$ cat src/rtl/muldiv_pkg.sv
`default_nettype none
// ============================================================================
// Module      : muldiv_pkg
// Description : Shared constants and types for the RV32 M-extension unit.
// Revision    : 1.0 - initial release
// ============================================================================
package muldiv_pkg;

    // Base ISA opcode defines used by the decoder alongside this unit
    localparam logic [6:0] c_OPCODE_OP    = 7'b0110011;
    localparam logic [6:0] c_FUNCT7_MULDIV = 7'b0000001;

    localparam int c_XLEN = 32;
    localparam int c_ITER = 32;

    typedef enum logic [2:0] {
        F3_MUL    = 3'b000,
        F3_MULH   = 3'b001,
        F3_MULHSU = 3'b010,
        F3_MULHU  = 3'b011,
        F3_DIV    = 3'b100,
        F3_DIVU   = 3'b101,
        F3_REM    = 3'b110,
        F3_REMU   = 3'b111
    } func3_e;

    typedef enum logic [1:0] {
        S_IDLE  = 2'd0,
        S_CALC  = 2'd1,
        S_FIXUP = 2'd2,
        S_DONE  = 2'd3
    } state_e;

endpackage : muldiv_pkg
`default_nettype wire

$ cat src/rtl/muldiv_unit.sv
`default_nettype none
// ============================================================================
// Module      : muldiv_unit
// Description : Iterative radix-2 multiply/divide unit for RV32 M-extension.
// Revision    : 1.0 - initial release
// ============================================================================
module muldiv_unit
    import muldiv_pkg::*;
(
    input  logic              clk,
    input  logic              rst_n,
    input  logic              start,
    input  logic [2:0]        func3,
    input  logic [c_XLEN-1:0] rs1,
    input  logic [c_XLEN-1:0] rs2,
    input  logic              flush,
    output logic              stall,
    output logic              done,
    output logic [c_XLEN-1:0] result
);

    state_e              r_state;
    state_e              w_next_state;
    func3_e              r_f3;
    logic [5:0]          r_cnt;
    logic [63:0]         r_acc;
    logic [c_XLEN-1:0]   r_opb;
    logic                r_neg_a;
    logic                r_neg_b;
    logic [c_XLEN-1:0]   r_result;

    logic                w_is_div;
    logic                w_a_signed;
    logic                w_b_signed;
    logic                w_a_neg;
    logic                w_b_neg;
    logic [c_XLEN-1:0]   w_mag_a;
    logic [c_XLEN-1:0]   w_mag_b;
    logic                w_div_zero;
    logic                w_div_ovf;
    logic                w_special;
    logic [c_XLEN-1:0]   w_special_result;
    logic [32:0]         w_mul_sum;
    logic [32:0]         w_rem_sh;
    logic [32:0]         w_div_diff;
    logic [63:0]         w_step;
    logic [63:0]         w_prod;
    logic [c_XLEN-1:0]   w_quot;
    logic [c_XLEN-1:0]   w_rem;
    logic [c_XLEN-1:0]   w_fixed;

    // Operand decode: func3[2] selects divide; bit 0 marks the unsigned divide forms
    assign w_is_div   = func3[2];
    assign w_a_signed = w_is_div ? ~func3[0] : (func3[1:0] != 2'b11);
    assign w_b_signed = w_is_div ? ~func3[0] : (func3[1] == 1'b0);
    assign w_a_neg    = w_a_signed & rs1[c_XLEN-1];
    assign w_b_neg    = w_b_signed & rs2[c_XLEN-1];
    assign w_mag_a    = w_a_neg ? (~rs1 + 32'd1) : rs1;
    assign w_mag_b    = w_b_neg ? (~rs2 + 32'd1) : rs2;

    assign w_div_zero = w_is_div && (rs2 == 32'd0);
    assign w_div_ovf  = w_is_div && !func3[0] && (rs1 == 32'h8000_0000) && (rs2 == 32'hFFFF_FFFF);
    assign w_special  = w_div_zero || w_div_ovf;

    always_comb begin
        w_special_result = 32'd0;
        if (w_div_zero)
            w_special_result = func3[1] ? rs1 : 32'hFFFF_FFFF;
        else if (w_div_ovf)
            w_special_result = func3[1] ? 32'd0 : 32'h8000_0000;
    end

    // Multiply: conditional add of the multiplicand into the upper half, shift right.
    // Divide: restoring step on the {remainder, dividend/quotient} pair, shift left.
    assign w_mul_sum  = {1'b0, r_acc[63:32]} + (r_acc[0] ? {1'b0, r_opb} : 33'd0);
    assign w_rem_sh   = r_acc[63:31];
    assign w_div_diff = w_rem_sh - {1'b0, r_opb};
    assign w_step     = !r_f3[2] ? {w_mul_sum, r_acc[31:1]}
                      : w_div_diff[32] ? {w_rem_sh[31:0], r_acc[30:0], 1'b0}
                      : {w_div_diff[31:0], r_acc[30:0], 1'b1};

    assign w_prod = (r_neg_a ^ r_neg_b) ? (~r_acc + 64'd1) : r_acc;
    assign w_quot = (r_neg_a ^ r_neg_b) ? (~r_acc[31:0] + 32'd1) : r_acc[31:0];
    assign w_rem  = r_neg_a ? (~r_acc[63:32] + 32'd1) : r_acc[63:32];

    always_comb begin
        w_fixed = w_prod[31:0];
        case (r_f3)
            F3_MUL:                       w_fixed = w_prod[31:0];
            F3_MULH, F3_MULHSU, F3_MULHU: w_fixed = w_prod[63:32];
            F3_DIV, F3_DIVU:              w_fixed = w_quot;
            default:                      w_fixed = w_rem;
        endcase
    end

    always_ff @(posedge clk) begin
        if (!rst_n)
            r_state <= S_IDLE;
        else
            r_state <= w_next_state;
    end

    always_comb begin
        w_next_state = r_state;
        case (r_state)
            S_IDLE:  if (start) w_next_state = w_special ? S_DONE : S_CALC;
            S_CALC:  if (r_cnt == 6'(c_ITER - 1)) w_next_state = S_FIXUP;
            S_FIXUP: w_next_state = S_DONE;
            default: w_next_state = S_IDLE;
        endcase
        if (flush)
            w_next_state = S_IDLE;
    end

    assign stall  = ((r_state == S_IDLE) && start) || (r_state == S_CALC) || (r_state == S_FIXUP);
    assign done   = (r_state == S_DONE);
    assign result = r_result;

    always_ff @(posedge clk) begin
        if (!rst_n) begin
            r_f3     <= F3_MUL;
            r_cnt    <= 6'd0;
            r_acc    <= 64'd0;
            r_opb    <= 32'd0;
            r_neg_a  <= 1'b0;
            r_neg_b  <= 1'b0;
            r_result <= 32'd0;
        end else if (!flush) begin
            case (r_state)
                S_IDLE: begin
                    if (start) begin
                        r_f3    <= func3_e'(func3);
                        r_cnt   <= 6'd0;
                        r_neg_a <= w_a_neg;
                        r_neg_b <= w_b_neg;
                        r_acc   <= {32'd0, w_mag_a};
                        r_opb   <= w_mag_b;
                        if (w_special)
                            r_result <= w_special_result;
                    end
                end
                S_CALC: begin
                    r_cnt <= r_cnt + 6'd1;
                    r_acc <= w_step;
                end
                S_FIXUP: r_result <= w_fixed;
                default: ;
            endcase
        end
    end

endmodule : muldiv_unit
`default_nettype wire

$ cat config.mk
export PLATFORM = sky130hd
export DESIGN_NAME = muldiv_unit
export DESIGN_NICKNAME = d
export VERILOG_FILES = /design/src/rtl/muldiv_pkg.sv /design/src/rtl/muldiv_unit.sv
export SDC_FILE = /design/constraint.sdc
export NUM_CORES = 1
export LEC_CHECK = 0
export CAP_MARGIN = 10
export CORE_MARGIN = 8
export CORE_UTILIZATION = 45
export CTS_BUF_LIST = sky130_fd_sc_hd__clkbuf_4 sky130_fd_sc_hd__clkbuf_8
export DETAILED_ROUTE_END_ITERATION = 10
export HOLD_SLACK_MARGIN = 0.02
export PLACE_DENSITY = 0.6
export SYNTH_ARGS = -nofsm -noshare
export SYNTH_HDL_FRONTEND = slang
export SYNTH_SLANG_ARGS = --single-unit
$ cat constraint.sdc
create_clock -name clk -period 9.8 [get_ports clk]
set_clock_uncertainty 0.2 [all_clocks]
set_input_delay 2.94 -clock clk [delete_from_list [all_inputs] [get_ports clk]]
set_output_delay 2.94 -clock clk [all_outputs]
set_load 0.005 [all_outputs]
==> impl_metrics.ini <==
[placement]
gp_congestion = 0.926
pre_cts_ws_ns = 2.16
io_buffers = 104
hpwl_mm = 37.1

[routing]
routed-via-count = 14600
wire_per_inst_um = 21.0
ant_nets = 0
drt_iter0_markers = 1190
routed_wl_mm = 49.6
dr.pass1.iters = 5
viasPerCell = 6.18
drc_errors = 0

[grt]
grt-ovfl-total = 0
grt.total_usage_pct = 26.7
grt_pass1_wl_mm = 78.2
grt_pass1_vias = 13700
antenna_found_initial = 1
grt_max_degree = 75

[clocking]
cts_root_buffer = clkbuf_8
clockBufferDepth = 2
cts_setup_buffers = 0
hold_buffers = 0
clk_pin_slew_ns = 0.08
cts_resized = 0
htreeDepth = 4
tritoncts = done
clk-insertion-delay-late_ns = 0.50
cts_buffers = 17
clkSinkCount = 141

[floorplanning]
initial_core_util_pct = 45.6
rows = 64
chipWidth_um = 192
fp.dieH_um = 192
die-area_mm2 = 0.0368
io_pins = 105
core_area_mm2 = 0.0305

[min_path]
min_path_type = flop to flop
min_to = result[31]
min_from = result[31]
hold_depth = 2

[worst_setup_path]
startpoint_type = input port
worstPathRequired_ns = 6.66
reg2regPathDepth = 13
reg2reg_from = r_acc[31]
r2r_slack_ns = 5.00
cp_data_arrival_time_ns = 4.13
path_max_fanout = 3
cp_top_family = buffers and inverters
slowest_stage = clkdlybuf4s50_1
crit_chain = clkdlybuf4s50_1 > nand2_1 > nand2_1 > clkdlybuf4s50_1
crit_type = input port to output pin
critPathCaptureType = output pin
worst-path-buf-inv = 2
cp.depth = 4
r2r_end = r_acc[59]
cp_slowest_stage_delay_ns = 0.50

[sta]
setup_viol_count_final = 0
final-hold-violation-count = 0
period_needed_ns = 7.27
setup_slack_ns = 2.53
clock.fmax_mhz = 137
slew_viol_final = 0
timing.slew.headroom_pct = 36.3
tightest_slew_ns = 0.948
tns_ns = 0
rsz0062_at_grt = no
period_share_pct = 74.2
hold_slack_ns = 0.277

[synthesis]
netlist_instances = 1942
synth_fp_nets = 2090
synth_edf_count = 0
yosysWarnings = 0
yosysSeqAreaShare_pct = 20.3
syn_area_mm2 = 0.0139
async_flop_share_pct = 0
synth_ff_type = dfxtp_1
post_synth.cell_area_avg_um2 = 7.16
ys_types = 88
synth-seq-cells = 141

[pwr]
power_density_mw_per_mm2 = 104
p_leak_nw = 5.81
irDropWorstVdd_uv = 82.9

[cells_and_area]
num_antenna_cells = 0
drive_above_1_share_pct = 5.12
nets = 2106
area_growth_pct = 11.6

[status]
status = finished clean

[flow_run]
maxCapViolations = 0
## Yosys cell counts, types with 5 or more instances
| cell | instances | area share (%) |
|---|---|---|
| o41ai_1 | 10 | 0.63 |
| mux2i_1 | 48 | 3.5 |
| clkbuf_1 | 105 | 2.8 |
| o22ai_1 | 18 | 0.81 |
| xnor2_1 | 97 | 6.1 |
| or2_2 | 8 | 0.36 |
| a21oi_1 | 193 | 6.9 |
| xor2_1 | 85 | 5.4 |
| or3_1 | 22 | 0.99 |
| o21ai_0 | 147 | 5.3 |
| inv_1 | 66 | 1.8 |
| or4_1 | 10 | 0.54 |
| and2_1 | 12 | 0.54 |
| a31oi_1 | 28 | 1.3 |
| ha_1 | 75 | 6.7 |
| nor2_1 | 175 | 4.7 |
| a211oi_1 | 33 | 1.8 |
| o211ai_1 | 52 | 2.8 |
| a221oi_1 | 5 | 0.31 |
| and3_1 | 8 | 0.36 |
| o21a_1 | 12 | 0.65 |
| a21o_1 | 33 | 1.8 |
| nand2b_1 | 25 | 1.1 |
| nand4_1 | 21 | 0.94 |
| o21ai_1 | 16 | 0.58 |
| buf_2 | 12 | 0.43 |
| nand2_1 | 210 | 5.7 |
| a22oi_1 | 15 | 0.81 |
| nand3_1 | 40 | 1.4 |
| nor3_1 | 46 | 1.7 |
| o31ai_1 | 27 | 1.5 |
| or4_4 | 5 | 0.40 |
| a311oi_1 | 5 | 0.31 |
| o211a_1 | 6 | 0.43 |
| a211o_1 | 5 | 0.31 |
| nor2b_1 | 17 | 0.76 |
| dfxtp_1 | 141 | 20 |
| nor4_1 | 12 | 0.54 |
## worst max-delay path by stage
stage	from	end	slack, ns
after floorplan	start	stall	3.59
after CTS	start	stall	2.52
after detailed placement	rs2[13]	result[20]	2.16
after global routing	start	stall	2.46
final	start	stall	2.53
after global placement	rs2[13]	result[20]	2.40
## per-layer routing
metal / GRT usage (%) / routed length, um / up-vias
met5: 0 / 13 / -
met1: 38.2 / 23300 / 6918
li1: - / - / 7080
met3: 4.63 / 3490 / 71
met2: 40.6 / 21700 / 555
met4: 7.46 / 1070 / 2
## power breakdown
part | switching (mW) | total, mW | internal, mW
Combinational | 0.294 | 0.479 | 0.186
Clock | 0.286 | 0.503 | 0.217
Sequential | 0.0321 | 0.627 | 0.595
## cell usage in the layout (no fill, tap or decap), types with 6 or more instances in the layout
master / n
o211ai_1: 52
nor4_1: 12
ha_1: 73
nor3_1: 46
a22oi_1: 15
or4_1: 10
dfxtp_1: 140
nor2_1: 172
a21oi_1: 193
mux2i_1: 48
nor2b_1: 17
clkdlybuf4s50_1: 104
clkbuf_8: 18
a21o_1: 33
and3_1: 8
o41ai_1: 10
nand4_1: 21
buf_4: 20
o21ai_1: 16
o21ai_0: 147
or3_1: 22
inv_1: 65
nand3_1: 40
a31oi_1: 28
a211oi_1: 33
o21a_1: 12
o211a_1: 6
nand2_1: 210
o31ai_1: 27
xor2_1: 84
nand2b_1: 25
o22ai_1: 18
xnor2_1: 96
and2_1: 12
or2_2: 8
## stage by stage
stage               power, mW  util [%]  area (um2)  cells
floorplan               0.962         -       13900   1942
global placement         1.11      49.5       15100   2334
detailed placement       1.11      49.5       15100   2334
CTS                      1.61      50.8       15500   2366
global route             1.69      50.9       15500   2367
finish                   1.61      50.9       15500   2367
## state kept, by name, summed over array words and instances, names as in the netlist
name / count
r_cnt: 6
r_opb: 32
r_state: 2
r_acc: 64
r_f3: 3
r_neg_a: 1
r_neg_b: 1
result: 32
## worst min-delay path, stage by stage (launching register included)
cell and delay, ns:
dfxtp_1 0.33, nand2_1 0.05, a21oi_1 0.06
## final cells by class
type	count	area [um2]
clock inverters	14	146
inverters	68	255
well taps	396	495
repair buffers	125	1210
multi-input cells	1605	10300
clock buffers	18	248
fillers	3125	15000
flip-flops and latches	141	2820
## cell families (layout without fill, tap and decap cells)
group,Yosys count,count (layout),synth area share [%]
flip-flops,141,141,20.3
XOR/XNOR,182,182,11.5
AND/OR/NAND/NOR,640,640,22.2
adder cells (fa/ha/maj),77,77,7.03
buffers and inverters,196,225,5.67
multiplexers,50,50,3.62
AO/OA/AOI/OAI,656,656,29.8
Power figures use the tool's default switching activity.
